==> src/rtl/layer_argmax.sv <==
// Argmax over the final layer's parallel outputs: captures all values on a valid
// strobe, then scans them with a single signed comparator and reports the winner.
`timescale 1ns/1ps
module layer_argmax #(
    parameter int NN        = 10,
    parameter int dataWidth = 16,
    parameter int idxWidth  = 4
) (
    input  logic                    clk,
    input  logic                    rst,
    input  logic [NN-1:0]           i_valid,
    input  logic [NN*dataWidth-1:0] i_data,
    output logic                    o_valid,
    output logic [idxWidth-1:0]     o_index,
    output logic [dataWidth-1:0]    o_max,
    output logic                    o_busy,
    output logic                    o_overrun
);

    typedef enum logic [1:0] {IDLE, SCAN, DONE} state_t;

    state_t                      state, state_next;
    logic signed [dataWidth-1:0] cap [NN];
    logic signed [dataWidth-1:0] run_max;
    logic        [idxWidth-1:0]  run_idx;
    logic        [idxWidth-1:0]  cnt;
    logic signed [dataWidth-1:0] cand;
    logic                        take;
    logic                        last;
    logic                        start;
    logic                        valid_unused;

    // Only bit 0 of the per-neuron valid vector carries information.
    assign valid_unused = ^i_valid[NN-1:1];

    assign start = (state == IDLE) && i_valid[0];
    assign cand  = cap[cnt];
    assign take  = cand > run_max;
    assign last  = (cnt == idxWidth'(NN - 1));

    always_ff @(posedge clk or negedge rst) begin
        if (!rst) begin
            state <= IDLE;
        end else begin
            state <= state_next;
        end
    end

    always_comb begin
        state_next = state;
        case (state)
            IDLE:    if (i_valid[0]) state_next = SCAN;
            SCAN:    if (last) state_next = DONE;
            DONE:    state_next = IDLE;
            default: state_next = IDLE;
        endcase
    end

    always_comb begin
        o_valid = (state == DONE);
        o_busy  = (state != IDLE);
    end

    // Strictly-greater compare keeps the lower index on ties.
    always_ff @(posedge clk or negedge rst) begin
        if (!rst) begin
            for (int k = 0; k < NN; k++) cap[k] <= '0;
            run_max   <= '0;
            run_idx   <= '0;
            cnt       <= '0;
            o_index   <= '0;
            o_max     <= '0;
            o_overrun <= 1'b0;
        end else begin
            if (start) begin
                for (int k = 0; k < NN; k++) cap[k] <= i_data[k*dataWidth +: dataWidth];
                run_max <= i_data[0 +: dataWidth];
                run_idx <= '0;
                cnt     <= idxWidth'(1);
            end else if (state == SCAN) begin
                cnt <= cnt + 1'b1;
                if (take) begin
                    run_max <= cand;
                    run_idx <= cnt;
                end
                if (last) begin
                    o_max   <= take ? cand : run_max;
                    o_index <= take ? cnt : run_idx;
                end
            end
            if ((state != IDLE) && i_valid[0]) o_overrun <= 1'b1;
        end
    end

endmodule

==> config.mk <==
export PLATFORM = sky130hd
export DESIGN_NAME = layer_argmax
export DESIGN_NICKNAME = d
export VERILOG_FILES = /design/src/rtl/layer_argmax.sv
export SDC_FILE = /design/constraint.sdc
export NUM_CORES = 1
export LEC_CHECK = 0
export ABC_AREA = 1
export BUFFER_PORTS_ARGS = -buffer_cell sky130_fd_sc_hd__buf_4
export CELL_PAD_IN_SITES_DETAIL_PLACEMENT = 0
export CELL_PAD_IN_SITES_GLOBAL_PLACEMENT = 1
export CORE_MARGIN = 2
export CORE_UTILIZATION = 44
export CTS_CLUSTER_SIZE = 10
export DETAILED_ROUTE_END_ITERATION = 16
export HOLD_SLACK_MARGIN = 0.1
export PLACE_DENSITY_LB_ADDON = 0.1
export SYNTH_ARGS = -nofsm -noshare
export SYNTH_HDL_FRONTEND = slang
export SYNTH_SLANG_ARGS = --single-unit
==> constraint.sdc <==
create_clock -name clk -period 4.8 [get_ports clk]
set_input_delay 0.48 -clock clk [delete_from_list [all_inputs] [get_ports clk]]
set_output_delay 0.48 -clock clk [all_outputs]
set_load 0.1 [all_outputs]
Word level (Yosys, flattened, before mapping)
Cells that the tools add are included.
{"block": "totals", "register_bits": 207, "inputBits": 172, "out_inout_bits": 23, "wordCells": 48}
{"block": "classes", "n_addsub": 1, "magnitude_cmp": 2, "n_eq_ne": 5, "muxes": 14, "bitwise_logic": 2, "reduce_logical": 7}
{"operator": "2-to-1 mux 16 bit", "count": 5}
{"operator": "binary-select mux 16 bit (select 4 bit)", "count": 1}
{"operator": "2-to-1 mux 4 bit", "count": 5}
{"operator": "> comparator 16 bit", "count": 1}
{"operator": ">= comparator 5 bit, second input constant", "count": 1}
{"operator": "inverter 4 -> 5 bit", "count": 1}
{"operator": "adder 4 x 1 -> 4 bit, second input constant", "count": 1}
{"operator": "equality test 4 bit, second input constant", "count": 1}
{"operator": "2-to-1 mux 2 bit", "count": 2}
{"operator": "!= test 2 bit, second input constant", "count": 2}
{"operator": "case mux 2 bit (2 select lines)", "count": 1}
{"operator": "nonzero test 2 bit", "count": 2}
{"operator": "AND reduction 3 bit", "count": 1}
{"operator": "equality test 2 x 1 -> 1 bit, second input constant", "count": 1}
{"operator": "equality test 2 bit, second input constant", "count": 1}
{"operator": "logical AND 1 bit", "count": 2}
{"operator": "zero test 2 bit", "count": 1}
{"operator": "AND reduction 2 bit", "count": 1}
{"operator": "inverter 1 bit", "count": 1}

Longest topological paths before layout
Gate-level depths: netlist (run 1).
{"block": "logic_depth", "word_depth": 8, "mapped_depth": 26, "depth_no_buf": 22}

Least setup slack after synthesis (run 1)
No wires, ideal clock.
{"block": "synth_path", "kind": "flip-flop to flip-flop", "startpoint": "reg cnt[0]", "endpoint": "reg run_idx[2]", "setup_time_ns": 0.127, "arrival_ns": 2.511, "required_time_ns": 4.673, "setup_slack_ns": 2.162, "path_stages_with_launch": 20, "path_buffers": 4, "synth_period_minus_slack_ns": 2.638, "path_cell_list": "dfrtp_1 buf_4 inv_2 buf_6 buf_4 nand2_1 nand3_1 nand3_1 nand3_1 nand2_1 ha_1 a21oi_1 o21ai_1 a21oi_2 nand2_1 nand2_2 nand3_4 buf_6 o21ai_1 o21ai_1"}
{"block": "synth_via", "elab_chain_len": 8}
{"element": "from (decl)", "line_no": "26", "text": "logic [idxWidth-1:0] cnt;"}
{"element": "from (signal assigned)", "line_no": "79", "text": "cnt <= idxWidth'(1);"}
{"element": "from (signal assigned)", "line_no": "81", "text": "cnt <= cnt + 1'b1;"}
{"element": "inverter 4 -> 5 bit (implied by the code)", "line_no": "37", "text": "assign cand = cap[cnt];"}
{"element": "binary-select mux 16 bit (select 4 bit)", "line_no": "37"}
{"element": "2-to-1 mux 16 bit (implied by the code) (2 in series)", "line_no": "37"}
{"element": "> comparator 16 bit", "line_no": "38", "text": "assign take = cand > run_max;"}
{"element": "2-to-1 mux 4 bit (3 in series)"}
{"element": "to (signal assigned)", "line_no": "84", "text": "run_idx <= cnt;"}
{"element": "to (decl)", "line_no": "25", "text": "logic [idxWidth-1:0] run_idx;"}
Every way passes these cells. The select of a mux whose other input is x is not followed.
A chain may end at the register's enable or synchronous reset.

Worst setup path after layout (run 1)
{"block": "layout_path", "startpoint": "reg cnt[2]", "endpoint": "reg o_index[1]"}
{"block": "layout_via", "elab_chain_len": 6, "word_cells_on_any_way": 8, "cone_classes": "order compare: 1; eq/ne: 1; mux: 4; bitwise: 1; reduce/logical: 1"}
{"element": "inverter 4 -> 5 bit (implied by the code)", "line_no": "37"}
{"element": "binary-select mux 16 bit (select 4 bit)", "line_no": "37"}
{"element": "2-to-1 mux 16 bit (implied by the code) (2 in series)", "line_no": "37"}
{"element": "> comparator 16 bit", "line_no": "38"}
{"element": "2-to-1 mux 4 bit"}
{"element": "to (signal assigned)", "line_no": "88", "text": "o_index <= take ? cnt : run_idx;"}
{"element": "to (decl)", "line_no": "14", "text": "output logic [idxWidth-1:0] o_index,"}
Several ways; a longest one is shown, not always the timed one. The select of a mux whose other input is x is not followed.

==> flow_results.org, run 1 <==
** Placed design
- OpenSTA, run right after detailed placement, puts the worst setup slack at approximately 930 ps.
- The placed instances occupy a cell area of around 0.012 mm^2.
- Hpwl dp :: approximately 21 mm
- Count of port buffers added during placement :: approximately 190
- RD Place Congestion :: around 0.85

** Synthesis
- Post-synthesis async set-or-reset flop share :: 1.000
- Post-synth EDFFs :: 0
- The Yosys step of the flow raised 0 warnings.
- The number of nets handed over by synthesis was 1604.
- Flop and latch count out of synthesis :: between 200 and 250
- Portion of synthesized cell area occupied by the leading cell type :: 0.4940
- Syn Std Cell Area :: approximately 0.010 mm^2
- Seq/Total Area, Yosys :: 0.4940
- By area the synthesized netlist is led by sky130_fd_sc_hd__dfrtp_1 49%, sky130_fd_sc_hd__nand2_1 20%, sky130_fd_sc_hd__inv_1 6.8%.
- Number of distinct library cell variants in the gate-level netlist after synthesis :: 26
- Synthesis handed over a netlist of 1414 instances.
- The biggest area contributor in the post-synthesis netlist is sky130_fd_sc_hd__dfrtp_1.
- Synth Area per Inst :: ~7.4 um^2
- Most used DFF post-synth :: sky130_fd_sc_hd__dfrtp_1

** CTS
- Register clock-pin slew on the reported worst setup and hold paths :: ~60 ps
- Post-CTS resize count :: 0
- In this run the number of H-tree levels came out at 1.
- Clock insertion delay at the later pin of the skew report :: 530 ps
- In this run the deepest clock path goes through 3 buffers.
- TritonCTS Buffers :: 25
- The root buffer cell chosen for the clock tree is sky130_fd_sc_hd__clkbuf_16.
- # clock sinks :: a little over 200
- CTS tree :: done

** Route
- Number of iterations in the first detailed-routing pass :: 6
- Post-detailed-route via-to-cell ratio :: about 4.9
- In this run the remaining antenna-violating nets after routing total 0.
- Initial drt markers :: about 830
- Drt wl/cell :: approximately 16 um
- Wires add up to about 30 mm.
- Detailed-route DRC error count :: 0
- Detailed routing inserted a total of just over 9k vias.

** Timing
- The final number of max-transition violations was 0.
- Final setup slack of the worst path :: roughly 860 ps
- After routing, the total negative slack on setup checks comes to 0 ps.
- Derived from the worst setup path, the maximum achievable clock frequency is 253.5 MHz.
- For the pin with the worst max-slew slack, the measured transition is approximately 1100 ps.
- Relative slew slack :: 0.2505
- On the final layout, the worst clock skew is approximately 10 ps.
- Of the available clock period, the critical path in the final layout requires 0.8218.
- Count of endpoints failing setup in the final report :: 0
- The count of final hold-check violations is 0.
- Setup repair after global routing left no endpoint under its margin.
- Clock period minus final worst setup slack :: between 3000 and 4000 ps

** Worst setup path
- Data required time of the critical path :: approximately 5200 ps
- Register-to-register setup slack :: about 860 ps
- Of all nets on the critical path, the largest fanout is 24.
- STA classifies the critical path endpoint as a flop.
- STA classifies the critical path startpoint as a flop.
- The worst setup path is of the reg -> reg kind.
- Arrival @ worst endpoint :: 4320 ps

** Floorplanning
- From left edge to right edge, the die measures ~160 um.
- Die outline area :: ~0.025 mm^2
- Measured along the y axis, the die boundary spans about 160 um.
- For this configuration, the core starts out at a cell density of 0.4481.
- Total core area :: ~0.023 mm^2
- I/O pin total :: between 150 and 200
- After floorplanning, the core was divided into 56 placement rows.

** Final layout
- From synthesis to final layout, the design area changed by 21.32%.
- Diode count :: 0
- Leaving out fill and tap cells, the most frequent cell in the layout is sky130_fd_sc_hd__nand2_1.
- Number of filler instances in the final layout :: ~2.4k
- Most frequent cells in the layout :: 561 x sky130_fd_sc_hd__nand2_1, 206 x sky130_fd_sc_hd__dfrtp_1, 191 x sky130_fd_sc_hd__buf_4, 188 x sky130_fd_sc_hd__inv_1, 132 x sky130_fd_sc_hd__o21ai_0
- In the final design database the tool counted 1749 nets.
- Final Instance Area :: about 0.013 mm^2
- Final core occ :: 0.5436
- In the final layout, the share of cells above drive strength 1 is 0.1660.

** Global route
- Initial antenna violation count :: 0
- Across every metal layer, demand over resource in global routing totals 0.2486.
- Remaining Overflow, GRT :: 0
- Vias in the first global route :: 8935
- The first global-routing pass estimated 48.10 mm of wire.
- Entering global routing, the biggest net connects 275 pins.

** Power and ir drop
- IR analysis of the VDD net gives a maximum drop of roughly 430 uV.
- For this design the ratio of total power to cell area is about 800 mW/mm^2.
- In this run the static leakage power is a little under 7 nW.

** Run status
- The run finished with clean final reports.

** Flow run
- Maximum capacitance violations :: 0

** Min path
- The min-delay analysis places its worst path in the category in -> reg.
==> metrics by stage <==
stage          power, mW  hold slack [ps]  instances
2_1_floorplan      7.154            184.4       1414
3_3_place_gp       8.427            454.6       1850
3_5_place_dp       8.557            458.5       1850
4_1_cts            10.26            134.6       1885
5_1_grt            11.16            150.1       1885
6_report           10.21            151.8       1885
==> sequential cells by signal, summed over array words and instances (netlist names) <==
register   flops
o_overrun      1
run_max       16
run_idx        4
state          2
cap          160
cnt            4
o_max         16
o_index        4
==> critical path: stages (launching register included) <==
cell and delay (ps):
sky130_fd_sc_hd__dfrtp_1 950, sky130_fd_sc_hd__inv_2 350, sky130_fd_sc_hd__nand3_1 250, sky130_fd_sc_hd__nand3_1 170, sky130_fd_sc_hd__nand2_1 130, sky130_fd_sc_hd__ha_1 250
sky130_fd_sc_hd__nand2_1 70, sky130_fd_sc_hd__nand2_1 50, sky130_fd_sc_hd__nand3_1 60, sky130_fd_sc_hd__nand2_1 60, sky130_fd_sc_hd__a21oi_2 170, sky130_fd_sc_hd__nand2_1 90
sky130_fd_sc_hd__nand2_2 310, sky130_fd_sc_hd__nand3_4 440, sky130_fd_sc_hd__o21ai_1 350, sky130_fd_sc_hd__o21ai_1 90
==> layer usage <==
layer	vias to the layer above	wire length, um	track usage
li1	4647	-	-
met1	4292	14400	0.3739
met2	249	13420	0.3810
met3	38	1750	0.03674
met4	0	624	0.05577
met5	-	0	0
==> logic make-up (layout without fill, tap and decap cells) <==
| family | count (synthesis) | after routing | synth area share |
|---|---|---|---|
| adders and majority gates | 18 | 18 | 0.02148 |
| AOI/OAI and AO/OA | 171 | 171 | 0.08257 |
| buffers and inverters | 276 | 428 | 0.1070 |
| DFF | 207 | 207 | 0.4940 |
| and+or+nand+nor | 742 | 742 | 0.2950 |
==> final timing paths <==
check,startpoint,endpoint,cells past startpoint
setup reg to reg,cnt[2],o_index[1],15
max in group asynchronous,rst,cap[108],3
hold reg to reg,cap[0],cap[0],2
min in group asynchronous,rst,cap[41],2
setup / recovery,cnt[2],o_index[1],15
hold / removal,i_data[140],cap[28],3
==> power by group <==
part	internal, mW	switching, mW	leakage [nW]	total [mW]
Sequential	2.60	0.331	2.54	2.93
Clock	0.962	0.695	0.340	1.66
Combinational	1.68	3.94	4.01	5.62
Total	5.24	4.97	6.89	10.2
==> synthesized netlist by cell type (3+ instances only) <==
cell type	instances
sky130_fd_sc_hd__a21oi_1	22
sky130_fd_sc_hd__buf_2	36
sky130_fd_sc_hd__nand4_1	18
sky130_fd_sc_hd__nor2_1	8
sky130_fd_sc_hd__buf_4	3
sky130_fd_sc_hd__nand2_1	561
sky130_fd_sc_hd__ha_1	18
sky130_fd_sc_hd__o21ai_1	13
sky130_fd_sc_hd__buf_1	4
sky130_fd_sc_hd__nand2_2	18
sky130_fd_sc_hd__inv_2	7
sky130_fd_sc_hd__o21ai_0	132
sky130_fd_sc_hd__buf_6	4
sky130_fd_sc_hd__nand3_1	131
sky130_fd_sc_hd__dfrtp_1	207
sky130_fd_sc_hd__inv_1	189
sky130_fd_sc_hd__clkbuf_1	31
==> area by class of cell <==
cell class	instances	area [um^2]	area share
flip-flops and latches	207	5181	0.4073
multi-input cells	931	4194	0.3297
repair buffers	196	1518	0.1193
inverters	198	743.2	0.05842
clock buffers	31	668.1	0.05252
well taps	319	399.1	0.03137
clock inverters	3	18.77	0.001475
==> what timing repair did <==
action,CTS,global route
hold endpoints to repair,90,0
hold buffers,1,0
setup buffers,0,0
endpoints found under the setup margin,0,0
(Power assumes the default switching activity.)
==> inputs of run 2 (changes only) <==
Settings changed: CORE_UTILIZATION 44 to 40.
Clock period 4.8 ns to 4 ns, I/O delays scaled along.
==> flow_results.org, run 2 (synthesis gave the netlist of run 1 again) <==
** Worst setup path
- The worst path arrival time came to 3900 ps (-420 ps).
- The worst register-to-register path ends at run_idx[1].
- The required time at the worst-slack endpoint is 4390 ps (-780 ps).
- Crit start category :: flop
- The critical path is of the reg -> reg type.
- Worst R2R Path Depth :: 18 (+3)
- The largest fanout of any net on the critical path was 37 (+54%).
- The worst register-to-register path begins at cnt[0].
- By instance count, the cell type seen most on the critical path is sky130_fd_sc_hd__nand2_1.
- Traced cell by cell, the critical path runs through inv_2, buf_12, nand2_1, nand3_1, nand3_1, nand3_1, nand2_1, ha_1, nand2_1, nand2_1, nand3_1, nand2_1, a21oi_2, nand2_1, nand2_2, nand3_4, o21ai_1, o21ai_1.
- Maximum single-stage delay on the critical path :: 430 ps (-520 ps)
- Among all stages on the critical path, the largest delay is contributed by sky130_fd_sc_hd__dfrtp_2.
- STA classifies the critical path endpoint as a flop.
- Register-to-register setup slack :: 490 ps (-370 ps)
- CP Buf/Inv Count :: 2 (+1)
- CP delay by family, top :: simple AND/OR/NAND/NOR gates

** CTS
- Number of H-tree levels :: 1 (unchanged)
- Cts hold-fix bufs :: 123 (+122)
- The number of buffers inserted to repair setup after CTS came to 0 (unchanged).
- Number of buffers between clock root and the deepest sink :: 3 (unchanged)
- The CTS sink count was 207 (unchanged).
- Cell at the root of the clock tree :: sky130_fd_sc_hd__clkbuf_16
- The clock transition at the registers of the reported paths came to 60 ps (about the same).
- The number of buffers created by CTS was 25 (unchanged).
- The count of instances resized after the clock tree is built was 0 (unchanged).
- Clock insertion delay at the later pin of the skew report :: 530 ps (about the same)
- CTS tree :: done

** Floorplanning
- The die area is 0.02753 mm^2 (+9.7%).
- Total core area :: 0.02591 mm^2 (+11%)
- The initial core utilization was 0.4047 (-0.04338).
- The width of the chip came to 165.9 um (+4.8%).
- The floorplan die height was 165.9 um (+4.8%).
- Number of placement rows :: 59 (+5.4%)
- The number of primary I/O pins was 195 (unchanged).

** Final layout
- The core utilization of the finished layout came to 0.5437 (about the same).
- Fraction of final layout cells sized beyond drive strength 1 :: 0.1572 (-0.008818)
- The antenna diode instance count is 0 (unchanged).
- Number of filler instances in the final layout :: 2523 (+6.8%)
- Relative to the synthesized area, the layout overhead comes to 34.34%.
- Register name with the most flops :: cap
- NumNets Final :: 1877 (+7.3%)
- Leaving out fill and tap cells, the most frequent cell in the layout is sky130_fd_sc_hd__nand2_1.
- The number of flip-flops in the largest register was 160 (unchanged).
- Most frequent cells in the layout :: 561 x sky130_fd_sc_hd__nand2_1, 206 x sky130_fd_sc_hd__dfrtp_1, 195 x sky130_fd_sc_hd__buf_4, 188 x sky130_fd_sc_hd__inv_1, 132 x sky130_fd_sc_hd__o21ai_0
- The multi-input logic area is 0.004194 mm^2 (unchanged).
- Biggest regs :: cap (160), o_max (16), run_max (16)
- The area of all sequential standard cells came to 0.005181 mm^2 (unchanged).

** Timing
- The final period utilization came to 0.8776 (+0.05581).
- The largest clock skew in the final design was 19.61 ps (+9.898 ps).
- The final-report setup violation count came to 0 (unchanged).
- Final slew viol count :: 0 (unchanged)
- Summed negative setup slack over all endpoints :: 0 ps (unchanged)
- The final critical-path setup slack was 489.4 ps (-365.8 ps).
- The time the final worst path needs with I/O delays and setup came to 3511 ps (-434.2 ps).
- Setup repair after global routing missed its margin :: no
- The count of final hold-check violations was 0 (unchanged).
- The timing-limited maximum frequency was 284.9 MHz (+12%).
- The actual slew at the worst max-slew pin was 839.9 ps (-284.4 ps).
- Relative slew slack :: 0.4395 (+0.1890)

** Placed design
- Count of port buffers added during placement :: 185 (unchanged)
- The final RePlAce weighted congestion came to 0.8573 (+1.1%).
- The setup slack at placement is 511.6 ps (-421.9 ps).
- The half-perimeter wire length after placement was 21.60 mm (+4.2%).

** Global route
- The global-route congestion overflow total is 0 (unchanged).
- The number of antenna violations at the first check in global routing is 0 (unchanged).
- Global-route usage over all layers :: 0.2316 (-0.01705)
- Vias in the first global route :: 9386 (+5.0%)
- Largest net degree at the start of global routing :: 154 (-44%)
- The wire length of the first global-routing pass was 51.07 mm (+6.2%).

** Route
- The routed wire length per instance was 15.65 um (-2.3%).
- The via total after detailed routing was 9643 (+4.5%).
- The average vias per placed instance was 4.757 (-2.8%).
- The detailed-routing iteration count for the pre-antenna-repair pass came to 5 (-1).
- The total detailed-routing wirelength was 31.72 mm (+5.0%).
- Initial drt markers :: 756 (-9.4%)
- Routed Antenna Nets :: 0 (unchanged)
- The residual DRC count was 0 (unchanged).

** Min path
- The worst hold path belongs to the class in -> reg.
- Worst-case hold path end point :: cap[88]
- The cell count of the worst hold path came to 3 (unchanged).
- HP Start :: i_data[72]

** Flow run
- The number of max-cap violations was 0 (unchanged).

** Power and ir drop
- Post-layout total power :: 12.56 mW (+23%)
- The worst voltage drop across the vdd grid is 777.2 uV (+82%).
- Static leakage power :: 7.458 nW (+8.3%)
- The power density over the cells came to 891.4 mW/mm^2 (+11%).

** Run status
- The flow ran to the end, and the final reports show no timing, DRC or antenna violations.
[run 2: report_power, final]
group | leakage (nW) | internal, mW | switching, mW
clock network | 0.363 | 1.28 | 0.850
logic | 4.55 | 2.13 | 4.79
registers | 2.54 | 3.12 | 0.387
[run 2: how the worst max path moves through the flow]
| stage | from | endpoint | slack, ps | depth (start not counted) |
|---|---|---|---|---|
| floorplan | cnt[0] | run_idx[2] | 1360 | 19 |
| global placement | cnt[0] | o_index[1] | 540 | 20 |
| global route | cnt[0] | o_index[3] | 150 | 16 |
| detailed placement | cnt[0] | run_idx[1] | 510 | 16 |
| finish | cnt[0] | run_idx[1] | 490 | 18 |
| CTS | cnt[0] | run_idx[1] | 470 | 16 |
[run 2: layout make-up]
cell class / count / area share
Inverter: 198 / 0.05276
Multi-Input combinational cell: 931 / 0.2977
Sequential cell: 207 / 0.3678
Clock inverter: 3 / 0.005684
Timing Repair Buffer: 324 / 0.1994
Clock buffer: 29 / 0.04690
Tap cell: 335 / 0.02975
[run 2: per-stage QoR]
| stage | hold slack (ps) | std cells | cell area [um^2] |
|---|---|---|---|
| after global placement | 454.6 | 1872 | 12120 |
| after CTS | 100.6 | 2027 | 14090 |
| after global routing | 113.2 | 2027 | 14090 |
| final | 112.1 | 2027 | 14090 |
| after floorplan | 104.4 | 1414 | 10490 |
| after detailed placement | 458.9 | 1872 | 12120 |
[run 2: tightest hold or removal path, delay by kind of cell]
family	cells	cell delay [ps]
buffers and inverters	1	80
AOI/OAI and AO/OA	1	60
and+or+nand+nor	1	50
[run 2: layer usage]
| layer | share of wire | GRT usage | routed length, um |
|---|---|---|---|
| met5 | 0 | 0 | 0 |
| met3 | 0.047 | 0.03503 | 1489 |
| met4 | 0.015 | 0.03970 | 488 |
| met1 | 0.49 | 0.3506 | 15620 |
| met2 | 0.44 | 0.3574 | 14110 |
